===== src/rtl/fir_inverse4_pkg.sv =====
// Shared constants, state codes and the odd-inverse helper for fir_inverse4.
package fir_inverse4_pkg;

   localparam int DW_DEF = 8;
   localparam int CW_DEF = 3;

   localparam logic [1:0] IDLE  = 2'd0;
   localparam logic [1:0] MAC   = 2'd1;
   localparam logic [1:0] SCALE = 2'd2;
   localparam logic [1:0] OUT   = 2'd3;

   // Each Newton step doubles the correct low bits; an odd b is already its own inverse mod 8.
   function automatic logic [31:0] odd_inverse(input logic [31:0] b, input int dw);
      logic [31:0] inv;
      int          iters;
      iters = $clog2((dw + 2) / 3);
      inv   = b;
      for (int i = 0; i < 5; i++)
         if (i < iters) inv = inv * (32'd2 - b * inv);
      return inv;
   endfunction

endpackage


===== src/rtl/fir_inverse4_hist.sv =====
// Three-deep history of emitted samples with tap-select read of (h, B) pairs.
module fir_inverse4_hist
   import fir_inverse4_pkg::*;
#(
   parameter int DW = DW_DEF,
   parameter int CW = CW_DEF
) (
   input  logic          CLK,
   input  logic          reset,
   input  logic          clr,
   input  logic          shift,
   input  logic [DW-1:0] din,
   input  logic [1:0]    k,
   input  logic [CW-1:0] b0,
   input  logic [CW-1:0] b1,
   input  logic [CW-1:0] b2,
   output logic [DW-1:0] h_tap,
   output logic [CW-1:0] b_tap
);

   logic [DW-1:0] h1, h2, h3;

   always_ff @(posedge CLK) begin
      if (reset || clr) begin
         h1 <= '0;
         h2 <= '0;
         h3 <= '0;
      end else if (shift) begin
         h3 <= h2;
         h2 <= h1;
         h1 <= din;
      end
   end

   // k walks newest-to-oldest history, pairing each with its own coefficient.
   always_comb begin
      h_tap = h1;
      b_tap = b2;
      case (k)
         2'd0:    begin h_tap = h1; b_tap = b2; end
         2'd1:    begin h_tap = h2; b_tap = b1; end
         2'd2:    begin h_tap = h3; b_tap = b0; end
         default: begin h_tap = '0; b_tap = '0; end
      endcase
   end

endmodule


===== src/rtl/fir_inverse4.sv =====
// Sequential deconvolver for the 4-tap FIR: x[n] = inv(B3)*(y[n] - sum Bk*h).
// Optional macro FIRINV_FLUSH_EN adds a flush port that clears history from IDLE.
module fir_inverse4
   import fir_inverse4_pkg::*;
#(
   parameter int DW = DW_DEF,
   parameter int CW = CW_DEF
) (
   input  logic          CLK,
   input  logic          reset,
   input  logic [DW-1:0] Yin,
   input  logic          in_valid,
   output logic          in_ready,
   input  logic [CW-1:0] B0,
   input  logic [CW-1:0] B1,
   input  logic [CW-1:0] B2,
   input  logic [CW-1:0] B3,
`ifdef FIRINV_FLUSH_EN
   input  logic          flush,
`endif
   output logic [DW-1:0] Xout,
   output logic          out_valid,
   input  logic          out_ready,
   output logic          coef_err
);

   logic [1:0]    state;
   logic [DW-1:0] acc;
   logic [CW-1:0] b0_q, b1_q, b2_q, b3_q;
   logic [1:0]    k;
   logic [DW-1:0] h_tap;
   logic [CW-1:0] b_tap;
   logic [DW-1:0] inv;
   logic          hist_clr;
   logic          accept;

`ifdef FIRINV_FLUSH_EN
   assign hist_clr = flush && (state == IDLE);
`else
   assign hist_clr = 1'b0;
`endif

   // Flush wins over accept in IDLE.
   assign in_ready  = (state == IDLE) && !hist_clr;
   assign accept    = in_valid && in_ready;
   assign out_valid = (state == OUT);
   assign inv       = DW'(odd_inverse(32'(b3_q), DW));

   always_ff @(posedge CLK) begin
      if (reset) begin
         state    <= IDLE;
         acc      <= '0;
         b0_q     <= '0;
         b1_q     <= '0;
         b2_q     <= '0;
         b3_q     <= '0;
         k        <= '0;
         Xout     <= '0;
         coef_err <= 1'b0;
      end else begin
         case (state)
            IDLE: begin
               if (accept) begin
                  acc   <= Yin;
                  b0_q  <= B0;
                  b1_q  <= B1;
                  b2_q  <= B2;
                  b3_q  <= B3;
                  k     <= 2'd0;
                  state <= MAC;
               end
            end
            MAC: begin
               acc <= acc - DW'(b_tap) * h_tap;
               k   <= k + 2'd1;
               if (k == 2'd2) state <= SCALE;
            end
            SCALE: begin
               // An even B3 has no inverse; emit 0 so history stays well defined.
               if (!b3_q[0]) begin
                  Xout     <= '0;
                  coef_err <= 1'b1;
               end else begin
                  Xout <= acc * inv;
               end
               state <= OUT;
            end
            OUT: begin
               if (out_ready) state <= IDLE;
            end
            default: state <= IDLE;
         endcase
      end
   end

   fir_inverse4_hist #(.DW(DW), .CW(CW)) u_hist (
      .CLK   (CLK),
      .reset (reset),
      .clr   (hist_clr),
      .shift ((state == OUT) && out_ready),
      .din   (Xout),
      .k     (k),
      .b0    (b0_q),
      .b1    (b1_q),
      .b2    (b2_q),
      .h_tap (h_tap),
      .b_tap (b_tap)
   );

endmodule


===== config.mk =====
export PLATFORM = sky130hd
export DESIGN_NAME = fir_inverse4
export DESIGN_NICKNAME = d
export VERILOG_FILES = /design/src/rtl/fir_inverse4_pkg.sv /design/src/rtl/fir_inverse4_hist.sv /design/src/rtl/fir_inverse4.sv
export SDC_FILE = /design/constraint.sdc
export NUM_CORES = 1
export LEC_CHECK = 0
export BUFFER_PORTS_ARGS = -buffer_cell sky130_fd_sc_hd__buf_2
export CELL_PAD_IN_SITES_DETAIL_PLACEMENT = 0
export CELL_PAD_IN_SITES_GLOBAL_PLACEMENT = 1
export CORE_AREA = 3 3 115 117
export CTS_CLUSTER_SIZE = 25
export DETAILED_ROUTE_END_ITERATION = 6
export DIE_AREA = 0 0 118 120
export PLACE_DENSITY_LB_ADDON = 0.1
export SLEW_MARGIN = 10
export SYNTH_ARGS = -nofsm -noshare
export SYNTH_HDL_FRONTEND = slang
export SYNTH_SLANG_ARGS = --single-unit

===== constraint.sdc =====
create_clock -name CLK -period 13.1 [get_ports CLK]
set_input_delay 1.31 -clock CLK [delete_from_list [all_inputs] [get_ports CLK]]
set_output_delay 1.31 -clock CLK [all_outputs]
set_load 0.01 [all_outputs]

==> results of run 1 <==
power breakdown:
part           internal [mW]  switching (mW)  total (mW)
clock network          0.156          0.0769       0.232
logic                  0.383           0.474       0.857
registers              0.198          0.0423       0.240
total                  0.737           0.593        1.33
cell families (layout without fill, tap and decap cells):
| group | count (synthesis) | count (layout) | share of synthesized area, % |
|---|---|---|---|
| AO/OA/AOI/OAI | 116 | 116 | 12.76 |
| XOR/XNOR | 56 | 56 | 9.606 |
| adder cells (fa/ha/maj) | 110 | 110 | 29.72 |
| buffers and inverters | 120 | 138 | 7.987 |
| flip-flops | 57 | 57 | 19.96 |
| multiplexers | 4 | 4 | 0.7877 |
| other | 2 | 6 | 0.1313 |
| AND/OR/NAND/NOR | 245 | 245 | 19.06 |
layout by cell type (no fill, tap or decap), types with 2 or more instances in the layout:
cell type / n
a211oi_1: 5
a21o_1: 9
a21oi_1: 65
a222oi_1: 5
a22oi_1: 6
a32oi_1: 2
and2_1: 20
and3_1: 13
buf_2: 34
buf_4: 2
clkbuf_16: 9
clkbuf_8: 2
clkinv_2: 2
conb_1: 6
dfxtp_1: 57
fa_1: 43
ha_1: 67
inv_1: 86
mux2i_1: 3
nand2_1: 131
nand2b_1: 3
nand3_1: 6
nor2_1: 43
nor2b_1: 16
nor3_1: 4
o21ai_0: 6
o21ai_1: 2
o22ai_1: 2
or3_1: 2
xnor2_1: 38
xnor3_1: 2
xor2_1: 13
metrics by stage:
step           cells  instance area, um2  hold WS [ns]  setup WS [ns]
2_1_floorplan    714                5733        0.4357          2.521
3_3_place_gp     889                6003        0.4414          1.995
3_5_place_dp     889                6003        0.4459          1.723
4_1_cts          904                6300        0.4527          1.677
5_1_grt          904                6300        0.4646          1.094
6_report         904                6300        0.4513          1.750
routing by layer:
metal | vias up | global-route usage, % | part of all wire, %
met3 | 17 | 2.780 | 2.9
met5 | - | 0 | 0
met2 | 60 | 35.72 | 50
met4 | 0 | 7.106 | 2.1
li1 | 2319 | - | -
met1 | 2200 | 24.88 | 45
worst min path at each step:
stage / start / endpoint / cells after the start
2_1_floorplan: b0_q[0] / b0_q[0] / 2
4_1_cts: b0_q[2] / b0_q[2] / 2
5_1_grt: u_hist.h3[6] / u_hist.h3[6] / 2
6_report: b0_q[2] / b0_q[2] / 2
3_3_place_gp: u_hist.h3[0] / u_hist.h3[0] / 2
3_5_place_dp: b0_q[2] / b0_q[2] / 2
worst max-delay path: cells and delay by family, from the launching register on:
kind,cells,cell delay (ns)
adders and majority gates,17,6.94
AOI/OAI and AO/OA,4,0.68
xor gates and xnor gates,7,1.12
DFF,1,0.97
and+or+nand+nor,5,0.71
buffers and inverters,6,0.76
flip-flops by register name, summed over array words and instances (netlist names):
name       count
Xout           8
acc            8
u_hist.h1      8
u_hist.h2      8
u_hist.h3      8
b0_q           3
b1_q           3
b2_q           3
b3_q           3
k              2
state          2
coef_err       1
layout make-up:
type                       count  area, um2  area share (%)
clock buffer                  12      256.5           4.072
multi-input combinational    537       4135           65.64
clock inverter                 3      40.04          0.6356
inverter                      87      326.6           5.184
tap                          172      215.2           3.416
sequential                    57       1141           18.11
timing repair buffer          36      185.2           2.939
==> flow_summary.toml, run 1 <==
[logic_synthesis]
netlist_area_mm2 = 0.005718
synthCells = 710
yosysMostFrequentCell = "nand2_1"
synth_seq_cells = 57
yosysTopAreaCellShare_pct = 19.96
synth_warnings = 0
synth-main-ff-cell = "dfxtp_1"
synth_commonest_cells = "nand2_1 (131), inv_1 (86), ha_1 (67)"
synthArstFlopShare_pct = 0
synth-edff-count = 0
yosysSeqAreaShare_pct = 19.96
synth.area.top_cells = "dfxtp_1 (20%), fa_1 (15%), ha_1 (15%), nand2_1 (8.6%), xnor2_1 (5.8%)"
yosysUniqueCellTypes = 56
avgSynthCellArea_um2 = 8.053
yosys.area.top_type = "dfxtp_1"

[layout]
layout.nets = 862
antenna_cells = 0
finish.utilization_pct = 50.54
fillers = 1268
layout-drive-gt1-share_pct = 9.016
area_growth_syn_to_layout_pct = 10.18

[worst_setup_path]
required_ns = 13.27
startpoint_type = "flop"
cp.arrival_ns = 11.52
reg2reg_setup_slack_ns = 1.75
rr_startpoint = "b3_q[0]"
critPathLaunch = "b3_q[0]"
endpoint = "Xout[7]"
crit_top_cell = "ha_1"
cp_slowest_cell = "dfxtp_1"
r2r_cells = 39
max_stage_delay_ns = 0.97
worstSetupEndpointType = "flop"
r2r_end = "Xout[7]"
critPathKind = "flop to flop"
cp_max_fo = 32

[pwr]
leakagePower_nw = 2.903
power_density_mw_per_mm2 = 211.1
power_mw = 1.330
peakVddDrop_v = 0.00007747

[sta]
period_share_pct = 86.64
tightestPinTransition_ns = 1.091
max_slew_margin_pct = 27.27
skew_ns = 0.005057
setup-tns-final_ns = 0
setup_violations = 0
slew_violations = 0
period_minus_slack_ns = 11.35
rsz0062_at_grt = "no"
hold_viol = 0
fmax_mhz = 88.11

[global_route]
grt_pass1_wl_um = 23070
grt_max_degree = 60
antenna_found_initial = 0
track_usage_pct = 20.06
overflow = 0
grt_pass1_vias = 4829

[floorplan]
die_w_um = 118
dieArea_mm2 = 0.01416
initial_core_util_pct = 45.87
die_h_um = 120
io_pins = 35
core_mm2 = 0.01247
rows = 41

[worst_hold_path]
hold_class = "flop to flop"

[detailed_routing]
vias = 4596
avgViaCountPerCell = 5.084
dr.pass1.iters = 5
antenna_left = 0
routedWlPerCell_um = 15.01
wl_um = 13570
drt-initial-drc-count = 188
drc_errors = 0

[clocking]
clk_latency_ns = 0.32
postCtsSetupBuffers = 0
hold_buffers = 0
htree_levels = 3
cts_tree = "done"
clock-sinks = 57
clockBufferDepth = 2
cts_resized = 0
root_buffer = "clkbuf_16"
numCtsBuffers = 9
clk_pin_slew_worst_paths_ns = 0.05

[outcome]
status = "completed"

[flow_run]
cap_violations = 0

[place]
globalplace.congestion = 0.8065
dpl.hpwl_um = 10650
port-buffer-count = 34
Note: power is estimated with default switching activity, not from simulation.
==> inputs of run 2 (changes only) <==
--- a/config.mk
+++ b/config.mk
@@ -5,15 +5,15 @@
 export SDC_FILE = /design/constraint.sdc
 export NUM_CORES = 1
 export LEC_CHECK = 0
+export ABC_AREA = 1
 export BUFFER_PORTS_ARGS = -buffer_cell sky130_fd_sc_hd__buf_2
 export CELL_PAD_IN_SITES_DETAIL_PLACEMENT = 0
 export CELL_PAD_IN_SITES_GLOBAL_PLACEMENT = 1
-export CORE_AREA = 3 3 115 117
+export CORE_AREA = 3 3 118 120
 export CTS_CLUSTER_SIZE = 25
 export DETAILED_ROUTE_END_ITERATION = 6
-export DIE_AREA = 0 0 118 120
+export DIE_AREA = 0 0 121 123
 export PLACE_DENSITY_LB_ADDON = 0.1
-export SLEW_MARGIN = 10
 export SYNTH_ARGS = -nofsm -noshare
 export SYNTH_HDL_FRONTEND = slang
 export SYNTH_SLANG_ARGS = --single-unit
==> run 2 against run 1 <==
Effect of this change: critical path depth is 8 higher; count of clock-buffer cells in the layout is 1 lower; register-to-register slack better by 0.07 ns; clock skew is 0.0021 ns higher; setup slack better by 0.072 ns; highest routed layer unchanged; clock power is 19% higher; combinational power is 47% higher; hold slack better by 0.021 ns; critical endpoint unchanged.
==> flow_summary.toml, run 2 <==
[layout]
layout-drive-gt1-share_pct = 8.726
area_growth_syn_to_layout_pct = 11.52
mostFrequentLayoutCell = "nand2_1"
fin_area_mm2 = 0.006480
mostFrequentLayoutCells = "nand2_1 (183), inv_1 (139), nor2_1 (121)"
fillers = 1350
finish.utilization_pct = 49.52
antenna_cells = 0
layout.nets = 1000

[global_route]
grt_pass1_vias = 4767
grt_pass1_wl_um = 24100
grt_max_degree = 40
track_usage_pct = 20.74
antenna_found_initial = 0
overflow = 0

[place]
dpl.hpwl_um = 12000
globalplace.congestion = 0.8812
postPlaceCellArea_mm2 = 0.006135
port-buffer-count = 34

[clocking]
clk_pin_slew_worst_paths_ns = 0.06
numCtsBuffers = 9
postCtsSetupBuffers = 0
cts_resized = 0
hold_buffers = 0
clk_latency_ns = 0.33
clock-sinks = 57
clockBufferDepth = 2
cts_tree = "done"
root_buffer = "clkbuf_16"
htree_levels = 3

[worst_setup_path]
cp_slowest_cell = "fa_1"
worstSetupEndpointType = "flop"
startpoint_type = "flop"
cp.arrival_ns = 11.48
crit_top_cell = "nand2_1"
max_stage_delay_ns = 0.68
required_ns = 13.30
cp_max_fo = 11
critPathKind = "flop to flop"

[sta]
period_share_pct = 86.08
setup-tns-final_ns = 0
rsz0062_at_grt = "no"
slew_violations = 0
hold_viol = 0
period_minus_slack_ns = 11.28
fmax_mhz = 88.68
max_slew_margin_pct = 29.16
tightestPinTransition_ns = 1.061
setup_violations = 0
skew_ns = 0.007180

[logic_synthesis]
synth_commonest_cells = "nand2_1 (183), inv_1 (139), nor2_1 (121)"
synth.area.top_cells = "dfxtp_1 (20%), fa_1 (15%), ha_1 (14%), nand2_1 (12%), inv_1 (9.0%)"
synth_warnings = 0
synth-edff-count = 0
avgSynthCellArea_um2 = 6.934
yosys.area.top_type = "dfxtp_1"
synthCells = 838
synth-main-ff-cell = "dfxtp_1"
yosysTopAreaCellShare_pct = 19.64
netlist_area_mm2 = 0.005811
yosysUniqueCellTypes = 37
synthArstFlopShare_pct = 0
yosysSeqAreaShare_pct = 19.64
yosysMostFrequentCell = "nand2_1"
synth_seq_cells = 57

[pwr]
power_mw = 1.780
leakagePower_nw = 3.359
power_density_mw_per_mm2 = 274.6
peakVddDrop_v = 0.0001942
switching_power_uw = 920.1
power.share.clock_pct = 15.5
intPower_uw = 859.7
swShare_pct = 51.70
seqPwrFrac_pct = 13.9
comb_power_share_pct = 70.6

[worst_hold_path]
hold_class = "flop to flop"

[detailed_routing]
avgViaCountPerCell = 4.907
drc_errors = 0
vias = 5138
antenna_left = 0
wl_um = 14990
routedWlPerCell_um = 14.32
drt-initial-drc-count = 384
dr.pass1.iters = 5

[outcome]
status = "completed"

[floorplan]
io_pins = 35
die_h_um = 123
die_w_um = 121
initial_core_util_pct = 44.41
rows = 42
core_mm2 = 0.01309
dieArea_mm2 = 0.01488

[flow_run]
cap_violations = 0
run 2: cell families (layout without fill, tap and decap cells):
kind of cell             Yosys count  after routing  synth area share (%)
buffers and inverters            171            200                 11.28
XOR/XNOR                          23             23                 3.467
adder cells (fa/ha/maj)          110            110                 29.24
flip-flops                        57             57                 19.64
AND/OR/NAND/NOR                  369            369                 26.25
AO/OA/AOI/OAI                    106            106                 9.991
other                              2              6                0.1292
run 2: worst max-delay path, delay by kind of cell (launching register included):
kind                       cells  cell delay [ns]
buffers and inverters          5             0.46
DFF                            1             0.55
and+or+nand+nor               18             2.07
xor gates and xnor gates       3             0.51
AOI/OAI and AO/OA              4             0.50
adders and majority gates     17             7.04
run 2: per-layer routing:
metal / up-vias / part of all wire (%) / GRT usage [%]
li1: 2660 / - / -
met1: 2322 / 51 / 31.38
met2: 137 / 41 / 30.01
met3: 19 / 5.7 / 3.843
met4: 0 / 1.6 / 5.949
met5: - / 0 / 0
run 2: layout make-up:
cell class	instances	area, um2	area share [%]
Sequential cell	57	1141	17.61
Tap cell	176	220.2	3.398
Timing Repair Buffer	37	192.7	2.974
Multi-Input combinational cell	614	4029	62.17
Clock buffer	11	242.7	3.746
Inverter	147	551.8	8.515
Clock inverter	5	102.6	1.583
run 2: power by group through the flow:
stage | clock, mW | sequential [mW] | combinational (mW)
after CTS | 0.280 | 0.247 | 1.27
after global placement | 0 | 0.249 | 1.24
final | 0.275 | 0.247 | 1.26
after global routing | 0.285 | 0.252 | 1.45
after detailed placement | 0 | 0.251 | 1.25
after floorplan | 0 | 0.234 | 0.971
run 2: through the flow:
stage,hold WS [ns],setup slack [ns],cells
finish,0.4723,1.823,1047
global route,0.5041,1.150,1047
CTS,0.4788,1.837,1047
detailed placement,0.4653,1.890,1031
global placement,0.4515,2.123,1031
floorplan,0.4549,2.528,842
run 2: worst paths after layout:
check / slack, ns / cells after the start / to / start
hold / removal: 0.47 / 2 / coef_err / coef_err
hold reg to reg: 0.47 / 2 / coef_err / coef_err
setup reg to reg: 1.82 / 47 / Xout[7] / b3_q[0]
setup / recovery: 1.82 / 47 / Xout[7] / b3_q[0]
==> inputs of run 3 (changes only) <==
--- a/config.mk
+++ b/config.mk
@@ -5,14 +5,13 @@
 export SDC_FILE = /design/constraint.sdc
 export NUM_CORES = 1
 export LEC_CHECK = 0
-export ABC_AREA = 1
 export BUFFER_PORTS_ARGS = -buffer_cell sky130_fd_sc_hd__buf_2
 export CELL_PAD_IN_SITES_DETAIL_PLACEMENT = 0
 export CELL_PAD_IN_SITES_GLOBAL_PLACEMENT = 1
-export CORE_AREA = 3 3 118 120
+export CORE_AREA = 3 3 117 119
 export CTS_CLUSTER_SIZE = 25
 export DETAILED_ROUTE_END_ITERATION = 6
-export DIE_AREA = 0 0 121 123
+export DIE_AREA = 0 0 120 122
 export PLACE_DENSITY_LB_ADDON = 0.1
 export SYNTH_ARGS = -nofsm -noshare
 export SYNTH_HDL_FRONTEND = slang
==> run 3 against run 2 <==
Effect of this change: register-to-register slack better by 0.06 ns; wire length is 8.9% lower; final cell count is 14% lower; sequential cell count stayed put; sequential power is 2% lower; largest cell class unchanged.
==> flow_summary.toml, run 3 (same netlist as run 1, synthesis figures left out) <==
[worst_setup_path]
crit_top_cell = "fa_1"
worstSetupEndpointType = "flop"
r2r_end = "Xout[7]"
cp_max_fo = 29
required_ns = 13.29
cp_slowest_cell = "dfxtp_1"
reg2reg_setup_slack_ns = 1.88
max_stage_delay_ns = 0.84
startpoint_type = "flop"
critPathLaunch = "b3_q[0]"
critPathKind = "flop to flop"
cp.arrival_ns = 11.41
endpoint = "Xout[7]"
r2r_cells = 38
rr_startpoint = "b3_q[0]"

[global_route]
track_usage_pct = 19.45
grt_pass1_vias = 4605
grt_pass1_wl_um = 22630
grt_max_degree = 60
antenna_found_initial = 0
overflow = 0

[flow_run]
cap_violations = 0

[pwr]
swShare_pct = 44.79
peakVddDrop_v = 0.00009969
seqPwrFrac_pct = 18.1
power_density_mw_per_mm2 = 212.5
comb_power_share_pct = 63.8
intPower_uw = 741.4
power.share.clock_pct = 18.2
leakagePower_nw = 2.905
switching_power_uw = 601.4

[sta]
period_share_pct = 85.61
setup-tns-final_ns = 0
tightestPinTransition_ns = 0.9737
max_slew_margin_pct = 35.00
rsz0062_at_grt = "no"
skew_ns = 0.004483
hold_viol = 0
setup_violations = 0
fmax_mhz = 89.16
period_minus_slack_ns = 11.22
slew_violations = 0
fin_ws_ns = 1.885

[floorplan]
die_w_um = 120
dieArea_mm2 = 0.01464
rows = 41
core_mm2 = 0.01267
initial_core_util_pct = 45.13
die_h_um = 122
io_pins = 35

[layout]
layout.nets = 862
fillers = 1273
mostFrequentLayoutCell = "nand2_1"
mostFrequentLayoutCells = "nand2_1 (131), inv_1 (86), ha_1 (67)"
layout-drive-gt1-share_pct = 9.277
area_growth_syn_to_layout_pct = 10.53
antenna_cells = 0
fin_cells = 905

[clocking]
clk_latency_ns = 0.33
cts_resized = 0
clk_pin_slew_worst_paths_ns = 0.05
numCtsBuffers = 9
root_buffer = "clkbuf_16"
htree_levels = 3
hold_buffers = 0
clock-sinks = 57
clockBufferDepth = 2
postCtsSetupBuffers = 0
cts_tree = "done"

[detailed_routing]
antenna_left = 0
avgViaCountPerCell = 5.090
vias = 4606
routedWlPerCell_um = 15.09
wl_um = 13650
drt-initial-drc-count = 208
dr.pass1.iters = 4
drc_errors = 0

[place]
dp_cells = 889
dp_slack_ns = 1.889
dpl.hpwl_um = 10730
globalplace.congestion = 0.8190
port-buffer-count = 34

[outcome]
status = "completed"

[worst_hold_path]
hold_class = "flop to flop"
run 3: cell count changes in the layout (fill, tap and decap cells not counted), moves of 7 or more:
cell	change
o21ai_0	-44
nor2b_1	+16
inv_2	-7
nor2_1	-78
a21oi_1	+29
nand2_1	-52
xnor2_1	+27
inv_1	-53
and2_1	+20
and3_1	+13
nand3_1	-34
run 3: routing by layer:
metal | up-vias | wire [um] | GRT usage [%]
met3 | 7 | 288 | 2.507
li1 | 2318 | - | -
met2 | 55 | 6977 | 34.11
met1 | 2226 | 6258 | 25.30
met4 | 0 | 127 | 5.225
met5 | - | 0 | 0
run 3: final cells by class:
cell class,count,area (um2),area share [%]
Clock buffer,12,266.5,4.217
Clock inverter,4,50.05,0.7919
Inverter,87,326.6,5.167
Multi-Input combinational cell,537,4135,65.43
Sequential cell,57,1141,18.06
Tap cell,172,215.2,3.405
Timing Repair Buffer,36,185.2,2.930
run 3: how the worst min path moves through the flow:
stage                 startpoint           end  slack (ns)  cells past startpoint
global route             b0_q[2]       b0_q[2]        0.48                      2
floorplan                b0_q[0]       b0_q[0]        0.44                      2
CTS                 u_hist.h3[6]  u_hist.h3[6]        0.46                      2
global placement    u_hist.h3[0]  u_hist.h3[0]        0.44                      2
detailed placement  u_hist.h3[6]  u_hist.h3[6]        0.45                      2
finish              u_hist.h3[6]  u_hist.h3[6]        0.45                      2
run 3: per-stage QoR:
step	hold WS (ns)	util (%)	power [mW]	area, um2
floorplan	0.4357	-	0.9102	5733
global placement	0.4416	47.38	1.085	6003
detailed placement	0.4491	47.38	1.107	6003
CTS	0.4563	49.88	1.360	6320
global route	0.4796	49.88	1.472	6320
finish	0.4529	49.88	1.343	6320
run 3: critical path, delay by kind of cell, from the launching register on:
| family | cells | cell delay, ns |
|---|---|---|
| XOR/XNOR | 8 | 1.32 |
| buffers and inverters | 4 | 0.50 |
| AO/OA/AOI/OAI | 5 | 0.86 |
| flip-flops | 1 | 0.84 |
| adder cells (fa/ha/maj) | 17 | 7.11 |
| AND/OR/NAND/NOR | 4 | 0.41 |
run 3: power groups by stage:
stage | sequential [mW] | combinational (mW) | clock, mW
2_1_floorplan | 0.219 | 0.692 | 0
3_3_place_gp | 0.245 | 0.839 | 0
3_5_place_dp | 0.247 | 0.860 | 0
4_1_cts | 0.243 | 0.866 | 0.251
5_1_grt | 0.249 | 0.963 | 0.259
6_report | 0.242 | 0.856 | 0.244
